### src/rtl/int_ctrl.sv
// Memory-mapped interrupt controller: synchronises request lines, latches pending
// state per line in edge or level mode, masks them and drives a registered INT to the core.
module int_ctrl #(
    parameter int N_IRQ = 8
) (
    input  logic             clk,
    input  logic             reset,
    input  logic [N_IRQ-1:0] irq_in,
    input  logic             sel,
    input  logic [1:0]       addr,
    input  logic             we,
    input  logic [31:0]      wdata,
    output logic [31:0]      rdata,
    output logic             INT
);

    localparam logic [1:0] ADDR_PENDING = 2'd0;
    localparam logic [1:0] ADDR_MASK    = 2'd1;
    localparam logic [1:0] ADDR_VECTOR  = 2'd2;
    localparam logic [1:0] ADDR_EDGE    = 2'd3;

    logic [N_IRQ-1:0] s1_r, s2_r, s3_r;
    logic [N_IRQ-1:0] pending_r, mask_r, edge_r;
    logic             int_r;

    logic [N_IRQ-1:0] rise_s, clr_s, active_s, pending_nxt_s;
    logic             wr_s;
    logic [4:0]       vec_idx_s;
    logic             unused_wdata_s;

    // Lowest set index wins; scanning downward lets lower indices overwrite higher ones.
    function automatic logic [4:0] lowest_index(input logic [N_IRQ-1:0] v);
        logic [4:0] idx;
        idx = 5'd0;
        for (int i = N_IRQ - 1; i >= 0; i--) begin
            idx = v[i] ? 5'(i) : idx;
        end
        return idx;
    endfunction

    assign wr_s           = sel & we;
    assign rise_s         = s2_r & ~s3_r;
    assign active_s       = pending_r & mask_r;
    assign vec_idx_s      = lowest_index(active_s);
    assign unused_wdata_s = ^wdata;
    assign INT            = int_r;

    // W1C strobe and next pending value; a rise in the same cycle overrides a clear.
    always_comb begin
        clr_s = '0;
        if (wr_s && (addr == ADDR_PENDING)) begin
            clr_s = wdata[N_IRQ-1:0];
        end else begin
            clr_s = '0;
        end
        pending_nxt_s = (edge_r & (rise_s | (pending_r & ~clr_s))) | (~edge_r & s2_r);
    end

    // Synchroniser, pending/mask/mode registers and the registered interrupt level.
    always_ff @(posedge clk) begin
        if (reset) begin
            s1_r      <= '0;
            s2_r      <= '0;
            s3_r      <= '0;
            pending_r <= '0;
            mask_r    <= '0;
            edge_r    <= '1;
            int_r     <= 1'b0;
        end else begin
            s1_r      <= irq_in;
            s2_r      <= s1_r;
            s3_r      <= s2_r;
            pending_r <= pending_nxt_s;
            int_r     <= |active_s;
            if (wr_s && (addr == ADDR_MASK)) begin
                mask_r <= wdata[N_IRQ-1:0];
            end else begin
                mask_r <= mask_r;
            end
            if (wr_s && (addr == ADDR_EDGE)) begin
                edge_r <= wdata[N_IRQ-1:0];
            end else begin
                edge_r <= edge_r;
            end
        end
    end

    // Read mux: combinational so the core can capture it in the same cycle.
    always_comb begin
        rdata = 32'd0;
        case (addr)
            ADDR_PENDING: rdata[N_IRQ-1:0] = pending_r;
            ADDR_MASK:    rdata[N_IRQ-1:0] = mask_r;
            ADDR_VECTOR: begin
                rdata[31]  = |active_s;
                rdata[4:0] = vec_idx_s;
            end
            ADDR_EDGE:    rdata[N_IRQ-1:0] = edge_r;
            default:      rdata = 32'd0;
        endcase
    end

endmodule

### config.mk
export PLATFORM = sky130hd
export DESIGN_NAME = int_ctrl
export DESIGN_NICKNAME = d
export VERILOG_FILES = /design/src/rtl/int_ctrl.sv
export SDC_FILE = /design/constraint.sdc
export NUM_CORES = 1
export LEC_CHECK = 0
export ABC_CLOCK_PERIOD_IN_PS = 2200
export CORE_UTILIZATION = 35
export CTS_CLUSTER_DIAMETER = 40
export DETAILED_ROUTE_END_ITERATION = 16
export PLACE_DENSITY_LB_ADDON = 0.3
export SLEW_MARGIN = 0
export SYNTH_ARGS = -nofsm -noshare
export SYNTH_HDL_FRONTEND = slang
export SYNTH_SLANG_ARGS = --single-unit
### constraint.sdc
create_clock -name clk -period 2.2 [get_ports clk]
set_input_delay 0.66 -clock clk [delete_from_list [all_inputs] [get_ports clk]]
set_output_delay 0.66 -clock clk [all_outputs]
set_load 0.05 [all_outputs]
==> flow_metrics.tcl <==
set metrics [dict create \
    syn_inst 237 \
    drtAntennaViolNets 0 \
    clockBufferDepth 2 \
    yosysWarnings 0 \
    finalHoldViolCount 0 \
    max-vdd-ir-drop_mv 0.358 \
    critical_path.max_fanout 4 \
    clkTransAtPathRegs_ns 0.09 \
    min-delay-path-class "flip-flop to flip-flop" \
    setup_viol 2 \
    period_minus_slack_ns 2.21 \
    cp_slowest_cell "dfxtp_2" \
    numPortBuffers 31 \
    grt_overflow 0 \
    crit_path_max_incr_delay_ns 0.35 \
    rows 27 \
    min_delay_path_depth 1 \
    ys_seq_area_frac 0.469 \
    grt_setup_unrepaired "true" \
    core_um2 5640 \
    synth_top_cell_area_share 0.469 \
    sequentialPowerShare 0.516 \
    place_congestion 0.847 \
    syn_area_um2 2090 \
    stdcell_count 354 \
    fin_ws_ns -0.0132 \
    reg2regPathDepth 5 \
    placed_cells 340 \
    clkPwrFrac 0.278 \
    p_int_w 0.00129 \
    p_comb_frac 0.206 \
    drive_gt1_frac 0.230 \
    initial_utilization 0.371 \
    die_x_um 79.3 \
    finalSetupTns_ns -0.0240 \
    grt.total_usage 0.145 \
    worstSetupStartpointType "flip-flop" \
    synth_edf_count 0 \
    p_sw_frac 0.292 \
    required_ns 1.54 \
    drt-initial-drc-count 110 \
    period_share 1.01 \
    grt_pass1_vias 1471 \
    synth_common_cells "dfxtp_1 (49), nand2_1 (46), nor2b_1 (32)" \
    cp-end-kind "primary output" \
    clock-root-buffer "clkbuf_8" \
    yosys.cell_count.top_type "dfxtp_1" \
    drc 0 \
    synth.avg_cell_area_um2 8.83 \
    async_flop_share 0 \
    cap_violations 0 \
    crit_type "flip-flop to primary output" \
    worst_ep_arrival_time_ns 1.55 \
    status "complete, but fails checks" \
    fillCellCount 533 \
    grt_max_degree 50 \
    dieArea_um2 6290 \
    postCtsHoldBufs 0 \
    p_per_area_nw_per_um2 652 \
    die_height_um 79.3 \
    ys_types 28 \
    clock_latency_ns 0.30 \
    yosys-top-cells-area "dfxtp_1 (47%), nor2b_1 (9.6%), buf_4 (8.6%), nand2_1 (8.2%), a211o_1 (3.3%)" \
    crit_buf_inv 1 \
    yosys.area.top_type "dfxtp_1" \
    violations "setup timing" \
    htreeDepth 2 \
    finalNetCount 327 \
    critPathTopFamily "compound AO/OA/AOI/OAI gates" \
    worstPathCellList "a22o_1 > nor2_2 > nand3_2 > a21oi_4 > buf_12" \
    switchingPower_w 0.000532 \
    dr.pass1.iters 4 \
    drv_slew 0 \
    vias 1610 \
    vias_per_cell 4.55 \
    cts_sinks 49 \
    grt_pass1_wl_um 7020 \
    cp.depth 5 \
    fmax_ghz 0.452 \
    ios 79 \
    yosys_register_bits 49 \
    cts_buffers 5 \
    cts_tree "built" \
    dp_hpwl_um 2720 \
    p_leak_nw 1.18 \
    regArea_um2 988 \
    multi_input_area_um2 1070 \
    wl_per_cell_um 11.6 \
    skew_ns 0.00814 \
    syn2layout_area_growth_pct 33.7 \
    antenna_found_initial 0 \
    wirelength_um 4110 \
    num_antenna_cells 0 \
    yosys_most_used_dff "dfxtp_1" \
]
==> logic make-up after synthesis <==
logic type      after synthesis  synth area share
other cells                   1           0.00179
mux                           6            0.0287
simple gates                 95             0.218
compound gates               51             0.169
flops                        49             0.469
buf+inv                      35             0.114
==> area by class of cell <==
type | count | area share
clock buffers | 6 | 0.0259
clock inverters | 2 | 0.00358
inverters | 1 | 0.00134
multi-input cells | 175 | 0.381
flip-flops and latches | 49 | 0.353
well taps | 72 | 0.0322
repair buffers | 49 | 0.203
==> power groups by stage <==
stage	Sequential [W]	Combinational [W]	Clock, W
detailed placement	0.000962	0.000354	0
global placement	0.000961	0.000352	0
CTS	0.000941	0.000376	0.000526
global route	0.000947	0.000399	0.000565
floorplan	0.000957	0.000262	0
finish	0.000942	0.000375	0.000507
==> repair_timing <==
item / 4_1_cts / 5_1_grt
gates resized for setup: 31 / 7
buffers inserted: 5 / 1
setup endpoints to repair: 9 / 4
hold endpoints to repair: 0 / 0
pin swaps: 6 / 6
==> placed cells by master, fill, tap and decap left out, types with 2 or more instances in the layout <==
cell type / count
o21ai_1: 2
nor3_2: 2
a21oi_1: 9
a22oi_2: 2
a32oi_1: 2
a211oi_1: 8
o21ai_2: 5
dfxtp_1: 43
nand3_2: 2
clkinv_2: 2
mux2i_1: 6
a22o_1: 2
conb_1: 23
clkbuf_8: 5
clkdlybuf4s50_1: 20
a211o_1: 8
dfxtp_2: 6
nor2b_1: 32
a21o_1: 8
nor2_1: 3
nand2_1: 45
nor2_2: 2
buf_6: 2
nand2b_4: 2
buf_4: 14
buf_12: 11
==> flip-flops by register name (all words and copies together) (netlist names) <==
name and flops:
s3_r 8, s1_r 8, mask_r 8, INT 1
pending_r 8, s2_r 8, edge_r 8
==> worst reg2reg max path, cell delays in order (launching register included) <==
cell and delay [ns]:
dfxtp_2 0.33, buf_4 0.14, a22oi_2 0.19, nand3_2 0.14
nor3_4 0.22, nor2_1 0.05
==> path summary, 6_finish.rpt <==
path	slack, ns	from	to
worst max-delay path	-0.01	mask_r[1]$_SDFFE_PP0P_	rdata[2]
worst min-delay path	0.44	s1_r[4]$_SDFF_PP0_	s2_r[4]$_SDFF_PP0_
worst max register to register	1.03	mask_r[6]$_SDFFE_PP0P_	INT$_SDFF_PP0_
worst min register to register	0.44	s1_r[4]$_SDFF_PP0_	s2_r[4]$_SDFF_PP0_
==> routing by layer <==
metal / track usage / share of wire / vias to the layer above
li1: - / - / 839
met1: 0.193 / 0.49 / 721
met2: 0.223 / 0.45 / 45
met3: 0.0368 / 0.051 / 5
met4: 0.0545 / 0.011 / 0
met5: 0 / 0 / -
==> stage by stage <==
stage               total power [W]   util  cell area [µm²]  hold slack [ns]  worst slack (ns)
global route                0.00191  0.496             2800            0.459            -0.106
CTS                         0.00184  0.491             2770            0.441          0.000140
global placement            0.00131  0.456             2570            0.417            -0.566
floorplan                   0.00122      -             2220            0.414           0.00831
detailed placement          0.00132  0.456             2570            0.420            -0.560
finish                      0.00182  0.496             2800            0.438           -0.0132
No activity file was read; power rests on OpenSTA's default activity.
